**src/rtl/lenet_out_pkg.sv**
```systemverilog
// ----------------------------------------------------------------------------
// lenet_out_pkg
// Shared constants and state encoding for the LeNet5 classifier output stage
// (demux -> class_argmax_10).
//   NUM_CLASSES : number of per-class score channels
//   DATA_W      : score width in bits (matches the demux data width)
//   IDX_W       : width of a 0-based class index
//   state_e     : argmax FSM states
// ----------------------------------------------------------------------------
package lenet_out_pkg;

   localparam int NUM_CLASSES = 10;
   localparam int DATA_W      = 5;
   localparam int IDX_W       = 4;

   typedef enum logic [1:0] {
      COLLECT = 2'd0,
      SCAN    = 2'd1,
      DONE    = 2'd2
   } state_e;

endpackage

```
**src/rtl/argmax_cmp.sv**
```systemverilog
// ----------------------------------------------------------------------------
// argmax_cmp
// Combinational strict greater-than between two scores.
// Configuration macro: CLASS_ARGMAX_SIGNED_EN
//   defined   -> scores are two's-complement, signed compare
//   undefined -> unsigned compare (default build)
// Ports:
//   i_a  : candidate score
//   i_b  : current best score
//   o_gt : 1 when i_a > i_b
// ----------------------------------------------------------------------------
module argmax_cmp
   import lenet_out_pkg::*;
(
   input  logic [DATA_W-1:0] i_a,
   input  logic [DATA_W-1:0] i_b,
   output logic              o_gt
);

`ifdef CLASS_ARGMAX_SIGNED_EN
   assign o_gt = ($signed(i_a) > $signed(i_b));
`else
   assign o_gt = (i_a > i_b);
`endif

endmodule

```
**src/rtl/class_argmax_10.sv**
```systemverilog
// ----------------------------------------------------------------------------
// class_argmax_10
// Final stage of the LeNet5 classifier: captures the ten per-class scores from
// the output demux, then scans them sequentially and reports the index and
// value of the largest one on a valid/ready port.
// Configuration macro: CLASS_ARGMAX_SIGNED_EN (signed score comparison).
// Ports:
//   clk, rst_n          : clock, asynchronous active-low reset
//   score_1..score_10   : per-class scores from demux dout_1..dout_10
//   score_we            : per-channel write strobe, bit k-1 captures score_k
//   result_valid/ready  : result handshake
//   class_idx           : winning class, 0-based (0 = score_1)
//   max_score           : winning score
//   busy                : high while scanning or holding a result
//   err_drop            : sticky, a write arrived outside COLLECT
// ----------------------------------------------------------------------------
module class_argmax_10
   import lenet_out_pkg::*;
(
   input  logic                   clk,
   input  logic                   rst_n,
   input  logic [DATA_W-1:0]      score_1,
   input  logic [DATA_W-1:0]      score_2,
   input  logic [DATA_W-1:0]      score_3,
   input  logic [DATA_W-1:0]      score_4,
   input  logic [DATA_W-1:0]      score_5,
   input  logic [DATA_W-1:0]      score_6,
   input  logic [DATA_W-1:0]      score_7,
   input  logic [DATA_W-1:0]      score_8,
   input  logic [DATA_W-1:0]      score_9,
   input  logic [DATA_W-1:0]      score_10,
   input  logic [NUM_CLASSES-1:0] score_we,
   output logic                   result_valid,
   input  logic                   result_ready,
   output logic [IDX_W-1:0]       class_idx,
   output logic [DATA_W-1:0]      max_score,
   output logic                   busy,
   output logic                   err_drop
);

   state_e                               r_state;
   state_e                               w_next_state;
   logic [NUM_CLASSES-1:0][DATA_W-1:0]   r_bank;
   logic [NUM_CLASSES-1:0][DATA_W-1:0]   w_scores;
   logic [NUM_CLASSES-1:0]               r_mask;
   logic [IDX_W-1:0]                     r_scan_idx;
   logic [IDX_W-1:0]                     r_best_idx;
   logic [DATA_W-1:0]                    r_best_val;
   logic                                 r_result_valid;
   logic                                 r_err_drop;
   logic                                 w_all_written;
   logic                                 w_last;
   logic                                 w_accept;
   logic                                 w_gt;

   assign w_scores[0] = score_1;
   assign w_scores[1] = score_2;
   assign w_scores[2] = score_3;
   assign w_scores[3] = score_4;
   assign w_scores[4] = score_5;
   assign w_scores[5] = score_6;
   assign w_scores[6] = score_7;
   assign w_scores[7] = score_8;
   assign w_scores[8] = score_9;
   assign w_scores[9] = score_10;

   // The completing write counts: strobes on this edge are OR-ed in.
   assign w_all_written = &(r_mask | score_we);
   assign w_last        = (r_scan_idx == IDX_W'(NUM_CLASSES - 1));
   assign w_accept      = (r_state == DONE) && r_result_valid && result_ready;

   argmax_cmp u_cmp (
      .i_a  (r_bank[r_scan_idx]),
      .i_b  (r_best_val),
      .o_gt (w_gt)
   );

   // FSM state register.
   always_ff @(posedge clk or negedge rst_n) begin
      if (!rst_n) begin
         r_state <= COLLECT;
      end else begin
         r_state <= w_next_state;
      end
   end

   // FSM next-state logic.
   always_comb begin
      w_next_state = r_state;
      case (r_state)
         COLLECT: begin
            if (w_all_written) w_next_state = SCAN;
            else               w_next_state = COLLECT;
         end
         SCAN: begin
            if (w_last) w_next_state = DONE;
            else        w_next_state = SCAN;
         end
         DONE: begin
            if (w_accept) w_next_state = COLLECT;
            else          w_next_state = DONE;
         end
         default: w_next_state = COLLECT;
      endcase
   end

   // Score bank, written mask, scan pointer and result registers.
   always_ff @(posedge clk or negedge rst_n) begin
      if (!rst_n) begin
         r_bank         <= '0;
         r_mask         <= '0;
         r_scan_idx     <= '0;
         r_best_idx     <= '0;
         r_best_val     <= '0;
         r_result_valid <= 1'b0;
      end else begin
         case (r_state)
            COLLECT: begin
               for (int k = 0; k < NUM_CLASSES; k++) begin
                  if (score_we[k]) r_bank[k] <= w_scores[k];
               end
               r_mask     <= r_mask | score_we;
               r_scan_idx <= '0;
            end
            SCAN: begin
               // Entry 0 seeds the running best; later entries must be
               // strictly larger so ties keep the lowest index.
               if ((r_scan_idx == '0) || w_gt) begin
                  r_best_val <= r_bank[r_scan_idx];
                  r_best_idx <= r_scan_idx;
               end
               if (w_last) r_result_valid <= 1'b1;
               else        r_scan_idx     <= r_scan_idx + IDX_W'(1);
            end
            DONE: begin
               if (w_accept) begin
                  r_result_valid <= 1'b0;
                  r_mask         <= '0;
               end
            end
            default: begin
               r_result_valid <= 1'b0;
            end
         endcase
      end
   end

   // Sticky dropped-write flag; writes are only accepted in COLLECT.
   always_ff @(posedge clk or negedge rst_n) begin
      if (!rst_n) begin
         r_err_drop <= 1'b0;
      end else if ((r_state != COLLECT) && (|score_we)) begin
         r_err_drop <= 1'b1;
      end else begin
         r_err_drop <= r_err_drop;
      end
   end

   assign result_valid = r_result_valid;
   assign class_idx    = r_best_idx;
   assign max_score    = r_best_val;
   assign err_drop     = r_err_drop;
   assign busy         = (r_state == SCAN) || (r_state == DONE);

endmodule
```
**config.mk**
```make
export PLATFORM = sky130hd
export DESIGN_NAME = class_argmax_10
export DESIGN_NICKNAME = d
export VERILOG_FILES = /design/src/rtl/lenet_out_pkg.sv /design/src/rtl/argmax_cmp.sv /design/src/rtl/class_argmax_10.sv
export SDC_FILE = /design/constraint.sdc
export NUM_CORES = 1
export LEC_CHECK = 0
export CORE_UTILIZATION = 40
export CTS_BUF_LIST = sky130_fd_sc_hd__clkbuf_16
export CTS_CLUSTER_DIAMETER = 200
export DETAILED_ROUTE_END_ITERATION = 10
export SETUP_SLACK_MARGIN = 0.2
export SYNTH_ARGS = -nofsm -noshare
export SYNTH_HDL_FRONTEND = slang
export SYNTH_SLANG_ARGS = --single-unit
```
**constraint.sdc**
```tcl
create_clock -name clk -period 2.9 [get_ports clk]
set_input_delay 0.29 -clock clk [delete_from_list [all_inputs] [get_ports clk]]
set_output_delay 0.29 -clock clk [all_outputs]
set_load 0.1 [all_outputs]
```
== After elaboration in Yosys (flattened, before gate mapping) ==
Index checks and enable logic that the tools add are counted.
W data, S select, Z words.

* $mul: 0
* Bitwise logic cells: 2
* Reductions and logical operators: 26
* Div/mod/pow operators: 0
* Shift-type cells: 0
* Mux-type cells: 13
* Magnitude comparators: 2
* Equal/unequal tests: 6
* Add/sub/neg operators: 1

{| class="wikitable"
|+ Operator list
! kind !! number
|-
| $reduce_and A2 Y1 || 13
|-
| $bmux W5 S4 || 1
|-
| $pmux W10 S2 || 1
|-
| $mux W10 || 1
|-
| $or A10 B10 Y10 || 1
|-
| $reduce_and A10 Y1 || 1
|-
| $reduce_or A10 Y1 || 1
|-
| $pmux W4 S2 || 1
|-
| $ne A2 B2 Y1 const B || 3
|-
| $pmux W2 S3 || 1
|-
| $reduce_bool A2 Y1 || 3
|-
| $gt A5 B5 Y1 || 1
|-
| $lt A4 B5 Y1 const B || 1
|-
| $mux W5 || 1
|-
| $add A4 B1 Y4 const B || 1
|-
| $eq A4 B4 Y1 const B || 1
|-
| $logic_not A4 Y1 || 1
|-
| $mux W2 || 2
|-
| $mux W4 || 1
|-
| $logic_and A1 B1 Y1 || 3
|-
| $mux W1 || 3
|-
| $pmux W1 S3 || 1
|-
| $reduce_and A3 Y1 || 1
|-
| $eq A2 B1 Y1 const B || 1
|-
| other kinds (4) || 5
|}

* Logic and storage cells: 67
* Output and inout port bits: 12
* Input port bits: 63
* Bits in registers: 77
* ROM bits: 0
* Latch bits: 0
* Memories: 0
* Memory bits (writable): 0

== Logic depth before layout (Yosys ltp) ==
Gate-level depths: netlist of run 1.

* Depth in word-level cells: 5
* Mapped depth: 10
* Gate-level depth less buffers: 8

== Cells and area by module ==
Synthesis of run 1 repeated with hierarchy kept, for this count alone.

* Cells, all modules: 288
* Area, all modules: 3683.5 sq um

{| class="wikitable"
|+ By module, submodules not included
! module !! seq. area each (sq um) !! area an instance (sq um) !! cells each !! times used
|-
| class_argmax_10 || 1926.8 || 3562.2 || 271 || 1
|-
| argmax_cmp || 0.0 || 121.4 || 17 || 1
|}

== Least setup slack after synthesis of run 1 ==
OpenSTA, ideal clock, no wires.

* Kind: register to register
* Start point: register r_scan_idx[0]
* End point: register r_best_val[1], in the netlist max_score[1]
* Slack: 231 ps
* Path buffers: 1
* Clock period less this slack: 2669 ps
* Stages on the path, launching flop included: 10
* Data required time: 2774 ps
* Library setup time: 126 ps
* Arrival time: 2543 ps
* Cell sequence: dfrtp_1 -> buf_6 -> mux4_2 -> o22ai_1 -> o31ai_2 -> ha_1 -> o211ai_1 -> a21oi_1 -> o211ai_2 -> mux2_2

* Cells in the longest elaborated chain, start to end: 5
* Elaborated cells between the ends (all ways): 6
* Classes of those cells: order compare: 1; mux: 2; reduce/logical: 3

{| class="wikitable"
|+ RTL lines
! what !! RTL line !! source
|-
| from (decl) || class_argmax_10.sv:46 || <nowiki>logic [IDX_W-1:0] r_scan_idx;</nowiki>
|-
| from (signal assigned) || class_argmax_10.sv:133 || <nowiki>else r_scan_idx <= r_scan_idx + IDX_W'(1);</nowiki>
|-
| $bmux W5 S4 || class_argmax_10.sv:73 || <nowiki>.i_a (r_bank[r_scan_idx]),</nowiki>
|-
| $mux W5 (implied by the code) || class_argmax_10.sv:73 ||
|-
| net u_cmp.i_a[2] || argmax_cmp.sv:15 || <nowiki>input logic [DATA_W-1:0] i_a,</nowiki>
|-
| $gt A5 B5 Y1 || argmax_cmp.sv:23 || <nowiki>assign o_gt = (i_a > i_b);</nowiki>
|-
| $logic_or A1 B1 Y1 || class_argmax_10.sv:128 || <nowiki>if ((r_scan_idx == '0) || w_gt) begin</nowiki>
|-
| $reduce_and A2 Y1 (no source line) || - ||
|-
| to (signal assigned) || class_argmax_10.sv:129 || <nowiki>r_best_val <= r_bank[r_scan_idx];</nowiki>
|-
| to (decl) || class_argmax_10.sv:48 || <nowiki>logic [DATA_W-1:0] r_best_val;</nowiki>
|}

The timed path passes the listed nets, and every way through them passes these cells. The select of a mux whose other input is x is not followed.
A chain may end at the register's enable or synchronous reset.

== Worst setup path after layout of run 1 ==
* Start point: register r_scan_idx[0]
* End point: register r_best_val[3], in the netlist max_score[3]

Same word-level chain as after synthesis.

==> results list, run 1 <==
* Outcome: complete, but fails checks
- Failing checks: DRC
- Power per cell area: 1250 nW/um^2
- Die X: 97.7 um
- After detailed routing, the number of remaining DRC violations is 6.
- The share of the Yosys chip area taken by registers is 0.526.
* # nets final: 446
* Sum of negative setup slack: 0 ns
- Across the run, the number of max-cap violations was 0.
- In this run, CTS created clock tree buffers numbering 9.
* Cell breakdown of the critical path: buf_8 > mux2_2 > o22ai_1 > o31ai_1 > ha_1 > a21oi_2 > nand2_1 > o211ai_2 > buf_12 > mux2_2
* Clock Latency Late Sink: 0.32 ns
- Placement Setup Slack: 0.0791 ns
- Setup repair after global routing could not meet its margin everywhere.
- Fraction of final layout cells with drive strength greater than 1: 0.320
- Once placement finished, the instance area stood at 4500 um^2.
* Syn_area_per_cell: 12.6 um^2
* GR Layer Usage met3: 0.0353
- Counting stages on the worst path, the most repeated cell is sky130_fd_sc_hd__mux2_2.
- Maximum level of the CTS H-tree: 3
- The synthesized design contains 77 register bits.
- For the finished layout, the period the worst path requires is 2.67 ns.
- Cells after synthesis: 290
- Post-CTS Hold Fix Bufs: 0
- Detailed-route via count: 2515
* Number of unique standard cell types used by synthesis: 35
- Setup slack of the critical path after layout: 0.229 ns
- Peak supply drop: 504 uV
- Number of global-route vias before repair: 2706
* Area of the core: 8810 um^2
- Number of buffers inserted by port buffering: 74
- The clock net in this run drives a total of 77 sinks.
- The initialized floorplan defines 34 standard-cell rows.
- Total Wirelength: 8.04 mm
- Busiest layer in global routing: met2
* Effective utilization at floorplan: 0.416
- Post-DRT Antenna Nets: 0
* CTS tree: done
- Largest stage delay on the critical path: 0.48 ns
- Library cell occupying the most area in the post-synthesis netlist: sky130_fd_sc_hd__dfrtp_1
- The design draws 6130 uW.
- Of the available clock period, the critical path in the final layout requires 0.921.
* Signed area change from the synthesized netlist to the final layout: 34.0%
- STA classifies the critical path startpoint as a flip-flop.
* Warnings from Yosys: 0
- Worst-path clk slew: 0.06 ns
- Headroom to the max-slew limit came out at 0.344.
- No sink is reached through more buffers than the 2 on the longest clock path.
- Pin placement for this block handled 75 I/O pins.
- The number of failing hold endpoints at the final stage was 0.
- The first global-routing pass estimated 13.5 mm of wire.
* Post-Syn Area: 3660 um^2
- Remaining global-route overflow: 0
* GR Util met1: 0.252
* Top fanout value on the critical path: 22
- Fmax achieved: 374 MHz
- Floorplan die area: 9540 um^2
* Wire length per cell after detailed routing: 16.6 um
- Type of the tightest min-delay check: in -> async
- Sorting the synthesized cells by area gives the leading types as sky130_fd_sc_hd__dfrtp_1, sky130_fd_sc_hd__mux2_2, sky130_fd_sc_hd__ha_1, sky130_fd_sc_hd__mux4_2, sky130_fd_sc_hd__nand2_1.
- Share of Yosys cell area claimed by the top area cell type: 0.526
- Between clock sinks in the finished design, the worst skew comes to 0.00614 ns.
- The largest individual stage delay along the critical path comes from the cell sky130_fd_sc_hd__dfrtp_2.
* Least-Margin Pin Slew: 0.984 ns
- Worst Path Arrival: 2.88 ns
* Max-slew violation count: 0
- The tree is rooted in a sky130_fd_sc_hd__clkbuf_16.
- Diode insertion count for antenna repair: 0
- In the routed layout, each cell is associated on average with a via count of 5.21.
- STA puts the critical path data required time at 3.11 ns.
- Gr usage total: 0.182
* Chip Height: 97.7 um
- Met2 track utilization from global routing: 0.291
- Gpl congestion: 0.814
- The worst setup path is of the reg -> reg kind.
- The worst setup path is captured at a flip-flop.
- Detailed router's first-iteration violation count: 80
* Setup violators final: 0
* Largest net degree at the start of global routing: 78
- The initial antenna violation count is 0.
* Leakage power: 0.00205 uW
* Post-synth net total: 365
- The finished cells cover 4900 um^2.
- The first detailed-routing pass ran for 7 iterations.
- Final HPWL DP: 5.97 mm
==> routing by layer <==
layer	part of all wire	vias to the layer above
met2	0.47	60
met5	0	-
li1	-	1204
met4	0.0093	0
met3	0.043	7
met1	0.48	1244
==> synthesized netlist by cell type <==
cell,instances
sky130_fd_sc_hd__nand4_1,1
sky130_fd_sc_hd__mux2_2,69
sky130_fd_sc_hd__mux4_1,1
sky130_fd_sc_hd__nor2b_1,8
sky130_fd_sc_hd__a211oi_1,5
sky130_fd_sc_hd__o31ai_2,3
sky130_fd_sc_hd__nand2_1,22
sky130_fd_sc_hd__ha_1,12
sky130_fd_sc_hd__o31ai_1,1
sky130_fd_sc_hd__buf_6,1
sky130_fd_sc_hd__o31a_1,1
sky130_fd_sc_hd__buf_1,1
sky130_fd_sc_hd__and3_1,2
sky130_fd_sc_hd__or2_2,1
sky130_fd_sc_hd__a22o_1,1
sky130_fd_sc_hd__mux2i_1,1
sky130_fd_sc_hd__o41ai_1,1
sky130_fd_sc_hd__buf_4,1
sky130_fd_sc_hd__a31oi_1,2
sky130_fd_sc_hd__o211ai_2,1
sky130_fd_sc_hd__o211ai_1,1
sky130_fd_sc_hd__inv_1,10
sky130_fd_sc_hd__mux4_2,4
sky130_fd_sc_hd__nor2_1,17
sky130_fd_sc_hd__dfrtp_1,77
sky130_fd_sc_hd__or3b_1,1
sky130_fd_sc_hd__o21ai_0,7
sky130_fd_sc_hd__o22ai_1,9
sky130_fd_sc_hd__nor4_1,3
sky130_fd_sc_hd__a21oi_1,14
sky130_fd_sc_hd__and3b_1,1
sky130_fd_sc_hd__nor3b_1,2
sky130_fd_sc_hd__clkbuf_1,3
sky130_fd_sc_hd__buf_2,4
sky130_fd_sc_hd__nand2b_1,2
==> critical path: cells and delay by family (launching register included) <==
kind / cells / cell delay, ns
multiplexers: 2 / 0.69
AND/OR/NAND/NOR: 1 / 0.08
flip-flops: 1 / 0.48
buffers and inverters: 2 / 0.38
adder cells (fa/ha/maj): 1 / 0.33
AO/OA/AOI/OAI: 4 / 0.61
==> kinds of logic after synthesis <==
kind of cell / share of synthesized area
AOI/OAI and AO/OA: 0.0827
adders and majority gates: 0.0410
buffers and inverters: 0.0250
DFF: 0.526
muxes: 0.247
and+or+nand+nor: 0.0780
==> registers in the layout, summed over array words and instances, names as in the netlist <==
| register | cells |
|---|---|
| r_scan_idx | 4 |
| err_drop | 1 |
| result_valid | 1 |
| r_bank | 50 |
| r_state | 2 |
| r_mask | 10 |
| max_score | 5 |
| class_idx | 4 |
==> layout by cell type (no fill, tap or decap), drive strengths merged <==
cell type / netlist / layout
a211oi: 5 / 5
a21oi: 14 / 14
a22o: 1 / 1
a31oi: 2 / 2
and3: 2 / 2
and3b: 1 / 1
buf: 7 / 19
bufinv: 0 / 4
clkbuf: 3 / 9
clkdlybuf4s50: 0 / 61
clkinv: 0 / 1
dfrtp: 77 / 77
ha: 12 / 12
inv: 10 / 11
mux2: 69 / 69
mux2i: 1 / 1
mux4: 5 / 5
nand2: 22 / 22
nand2b: 2 / 2
nand4: 1 / 1
nor2: 17 / 17
nor2b: 8 / 8
nor3b: 2 / 2
nor4: 3 / 3
o211ai: 2 / 2
o21ai: 7 / 7
o22ai: 9 / 9
o31a: 1 / 1
o31ai: 4 / 4
o41ai: 1 / 1
or2: 1 / 1
or3b: 1 / 1
==> area by class of cell <==
| type | count | area, um^2 |
|---|---|---|
| tap | 108 | 135 |
| clock buffer | 9 | 225 |
| inverter | 10 | 37.5 |
| timing repair buffer | 80 | 777 |
| sequential | 77 | 1930 |
| clock inverter | 6 | 128 |
| fill | 777 | 3900 |
| multi-input combinational | 193 | 1670 |
==> final timing paths <==
kind,start,to,slack [ns],cells past startpoint
min,rst_n,r_bank[23]$_DFFE_PN0P_,0.09,1
min reg2reg,err_drop$_DFFE_PN0P_,err_drop$_DFFE_PN0P_,0.47,1
max in group asynchronous,rst_n,r_scan_idx[0]$_DFFE_PN0P_,2.06,1
max reg2reg,r_scan_idx[0]$_DFFE_PN0P_,max_score[3]$_DFFE_PN0P_,0.23,10
max,r_scan_idx[0]$_DFFE_PN0P_,max_score[3]$_DFFE_PN0P_,0.23,10
min in group clk,err_drop$_DFFE_PN0P_,err_drop$_DFFE_PN0P_,0.47,1
==> power breakdown <==
group          internal (uW)  total [uW]  switching (uW)
Sequential              1560        1890             333
Clock                    917        1340             418
Combinational           1410        2900            1490
Total                   3890        6130            2240
==> timing repair <==
action / in CTS / in global routing
hold endpoints to repair: 0 / 0
gates resized for setup: 5 / 8
pin swaps: 0 / 2
setup endpoints to repair: 8 / 8
buffers inserted: 0 / 1
==> per-stage QoR <==
step | cells | utilization | hold WS (ns)
2_1_floorplan | 290 | - | -0.00559
3_3_place_gp | 467 | 0.511 | 0.453
3_5_place_dp | 467 | 0.511 | 0.458
4_1_cts | 482 | 0.553 | 0.170
5_1_grt | 483 | 0.557 | 0.222
6_report | 483 | 0.557 | 0.0869
Note: power is estimated with default switching activity, not from simulation.
==> run 2: changes to the inputs <==
CORE_UTILIZATION = 50   (was 40)
PLACE_DENSITY = 0.78   (was not set)
==> run 2 against run 1 <==
Critical path type unchanged. First-iteration DRC count grew 16%. Setup slack lost 0.0080 ns. Largest power group unchanged. The run now ends clean. Clock power shrank 6%.
==> results list, run 2 (synthesis results as in run 1) <==
* Outcome: finished clean (was complete, but fails checks)
* Minimum clock period: 2.68 ns (was 2.67 ns)
* Setup repair after global routing missed its margin: true (unchanged)
- Clock Path Buffers: 2 (unchanged)
* Startpoint of the tightest hold check path: err_drop$_DFFE_PN0P_
* Top fanout value on the critical path: 9 (was 22)
- Least-Margin Pin Slew: 0.668 ns (was 0.984 ns)
- The startpoint kind of the worst setup timing path is a flip-flop (unchanged).
- Cell breakdown of the critical path: buf_4 > mux4_2 > o22ai_2 > o31a_1 > ha_1 > and3_1 > nand4_1 > o211ai_2 > buf_12 > mux2_2 (was buf_8 > mux2_2 > o22ai_1 > o31ai_1 > ha_1 > a21oi_2 > nand2_1 > o211ai_2 > buf_12 > mux2_2)
* Largest net degree at the start of global routing: 30 (was 78)
* Fill cells: 489 (was 777)
- The met2 global-route usage is 0.388 (was 0.291).
- Sink Count: 77 (unchanged)
- The met1 demand-to-capacity share in global routing is 0.294 (was 0.252).
- Post-DRT Antenna Nets: 0 (unchanged)
- Sum of negative setup slack: 0 ns (unchanged)
- Area of the core: 6940 um^2 (was 8810 um^2)
* Hold_ws: 0.466 ns (was 0.0869 ns)
* Remaining global-route overflow: 0 (unchanged)
- The fmax is 373 MHz (was 374 MHz).
* Length in cells of the worst reg-to-reg path: 10 (unchanged)
- Util after Layout: 0.709 (was 0.557)
- CTS tree: done (unchanged)
* Cell at the root of the clock tree: sky130_fd_sc_hd__clkbuf_16 (unchanged)
- The area growth from synthesis to final layout is 34.5% (was 34.0%).
- Diode insertion count for antenna repair: 0 (unchanged)
- The clock input transition at the sequential cells of the worst setup and hold paths came to 0.06 ns (about the same).
- The DRC marker count from the first detailed-route iteration was 93 (was 80).
- The placed cell count came to 458 (was 467).
- The setup skew after layout came to 0.00556 ns (was 0.00614 ns).
- The power density over the cells was 1240 nW/um^2 (was 1250 nW/um^2).
- The HPWL reported at the end of detailed placement is 6.01 mm (was 5.97 mm).
- Minimum setup slack among reg-to-reg paths: 0.22 ns (was 0.23 ns)
- The buffer and inverter count on the worst path was 2 (unchanged).
- The startpoint-to-endpoint class of the critical path is reg -> reg (unchanged).
- The total via count in the routed design was 2603 (was 2515).
* Commonest cells after routing, fill and taps aside: sky130_fd_sc_hd__dfrtp_1, sky130_fd_sc_hd__mux2_2, sky130_fd_sc_hd__clkdlybuf4s50_1 (unchanged)
- The clock network latency to the later pin of the worst-skew pair was 0.33 ns (was 0.32 ns).
- The capture instance of the worst register-to-register path is max_score[4]$_DFFE_PN0P_ (was max_score[3]$_DFFE_PN0P_).
- The arrival time of the worst setup path came to 2.89 ns (was 2.88 ns).
* Post-DR vias/cell: 5.45 (was 5.21)
- The leading cell type in the layout, fill and taps excluded is sky130_fd_sc_hd__dfrtp_1 (unchanged).
- The required time reported for the critical path endpoint came to 3.11 ns (about the same).
- The met3 track demand over resource came to 0.0537 (was 0.0353).
* Drt drc: 0 (was 6)
- The kind of cell adding the most delay to the critical path is multiplexers (unchanged).
- Floorplan die area: 7670 um^2 (was 9540 um^2)
- # nets final: 452 (was 446)
* Number of buffers added by the clock tree synthesis step: 9 (unchanged)
* Effective utilization at floorplan: 0.527 (was 0.416)
* Peak supply drop: 515 uV (was 504 uV)
- Largest stage delay on the critical path: 0.53 ns (was 0.48 ns)
- Gr usage total: 0.230 (was 0.182)
- The wire length of the first global-routing pass was 13.1 mm (was 13.5 mm).
- The placer congestion estimate is 0.809 (was 0.814).
* Fraction of final layout cells with drive strength greater than 1: 0.330 (was 0.320)
- Headroom to the max-slew limit: 0.553 (was 0.344)
- The I/O pin count is 75 (unchanged).
* Number of violations of the max-capacitance limit: 0 (unchanged)
* Leakage power: 0.00208 uW (was 0.00205 uW)
- The final period utilization came to 0.924 (was 0.921).
- Die X: 87.6 um (was 97.7 um)
* Flip-flop count of the largest register after layout: 50 (unchanged)
* Number of buffers inserted by port buffering: 74 (unchanged)
- Final hold viol count: 0 (unchanged)
- Maximum level of the CTS H-tree: 3 (unchanged)
- Type of the tightest min-delay check: reg -> reg (was in -> async)
* Critical-path cell with the highest stage delay: sky130_fd_sc_hd__mux4_2 (was sky130_fd_sc_hd__dfrtp_2)
- Wire length per cell after detailed routing: 17.1 um (was 16.6 um)
- Max-slew violation count: 0 (unchanged)
* Crit Reg-Reg Startpoint: r_scan_idx[0]$_DFFE_PN0P_ (unchanged)
* Largest register by flop count: r_bank (unchanged)
- The via count of the first global-routing pass came to 2758 (was 2706).
- Finished Layout Cells: 478 (was 483)
- The number of cell rows came to 30 (was 34).
- Setup violators final: 0 (unchanged)
- The die outline height was 87.6 um (was 97.7 um).
- Endpoint type of the worst setup path: flip-flop (unchanged)
- Count of cells along the worst hold path: 1
* Placement Cell Area: 4520 um^2 (was 4500 um^2)
- Post-route cell area: 4920 um^2 (was 4900 um^2)
- The first-pass iteration count of the detailed router came to 4 (was 7).
- Antenna violations before repair: 0 (unchanged)
* Hold worst-path end: err_drop$_DFFE_PN0P_
* Total Wirelength: 8.16 mm (was 8.04 mm)
* Busiest layer in global routing: met2 (unchanged)
-- run 2: what timing repair did --
action                     in CTS  in global routing
buffers inserted                3                  0
hold endpoints to repair       23                  0
gates resized for setup         8                  1
setup endpoints to repair       8                  8
hold buffers                    1                  0
-- run 2: routing by layer --
metal,wire [um],vias up
met4,114,0
met3,413,13
li1,-,1222
met1,3560,1280
met2,4070,88
met5,0,-
-- run 2: worst max-delay path by stage --
stage          slack (ns)  cells past startpoint                       from                  endpoint
6_report             0.22                     10  r_scan_idx[0]$_DFFE_PN0P_  max_score[4]$_DFFE_PN0P_
5_1_grt              0.10                     10  r_scan_idx[0]$_DFFE_PN0P_  max_score[4]$_DFFE_PN0P_
4_1_cts              0.22                     10  r_scan_idx[2]$_DFFE_PN0P_  max_score[4]$_DFFE_PN0P_
3_5_place_dp         0.02                      9  r_scan_idx[0]$_DFFE_PN0P_  class_idx[2]$_DFFE_PN0P_
3_3_place_gp         0.17                      9  r_scan_idx[0]$_DFFE_PN0P_  class_idx[2]$_DFFE_PN0P_
2_1_floorplan        0.23                      9  r_scan_idx[0]$_DFFE_PN0P_  max_score[1]$_DFFE_PN0P_
-- run 2: worst register-to-register path, delay by kind of cell (launching register included) --
kind                     cells  cell delay [ns]
flip-flops                   1             0.46
adder cells (fa/ha/maj)      1             0.24
AND/OR/NAND/NOR              2             0.25
AO/OA/AOI/OAI                3             0.48
multiplexers                 2             0.80
buffers and inverters        2             0.32
-- run 2: where the power goes --
group          internal, uW  leakage, uW  switching, uW
Clock                   837     0.000167            425
Sequential             1560     0.000875            328
Combinational          1430      0.00103           1510
-- run 2: cell type report --
type / instances / area (um^2) / area share
Clock buffer: 9 / 225 / 0.0458
Clock inverter: 7 / 115 / 0.0234
Inverter: 10 / 37.5 / 0.00763
Multi-Input combinational cell: 193 / 1670 / 0.339
Sequential cell: 77 / 1930 / 0.392
Tap cell: 96 / 120 / 0.0244
Timing Repair Buffer: 86 / 823 / 0.167
-- run 2: through the flow --
step / total power, uW / worst slack [ns]
finish: 6090 / 0.222
floorplan: 3940 / 0.231
global route: 6420 / 0.104
CTS: 6120 / 0.219
detailed placement: 4720 / 0.0243
global placement: 4630 / 0.165
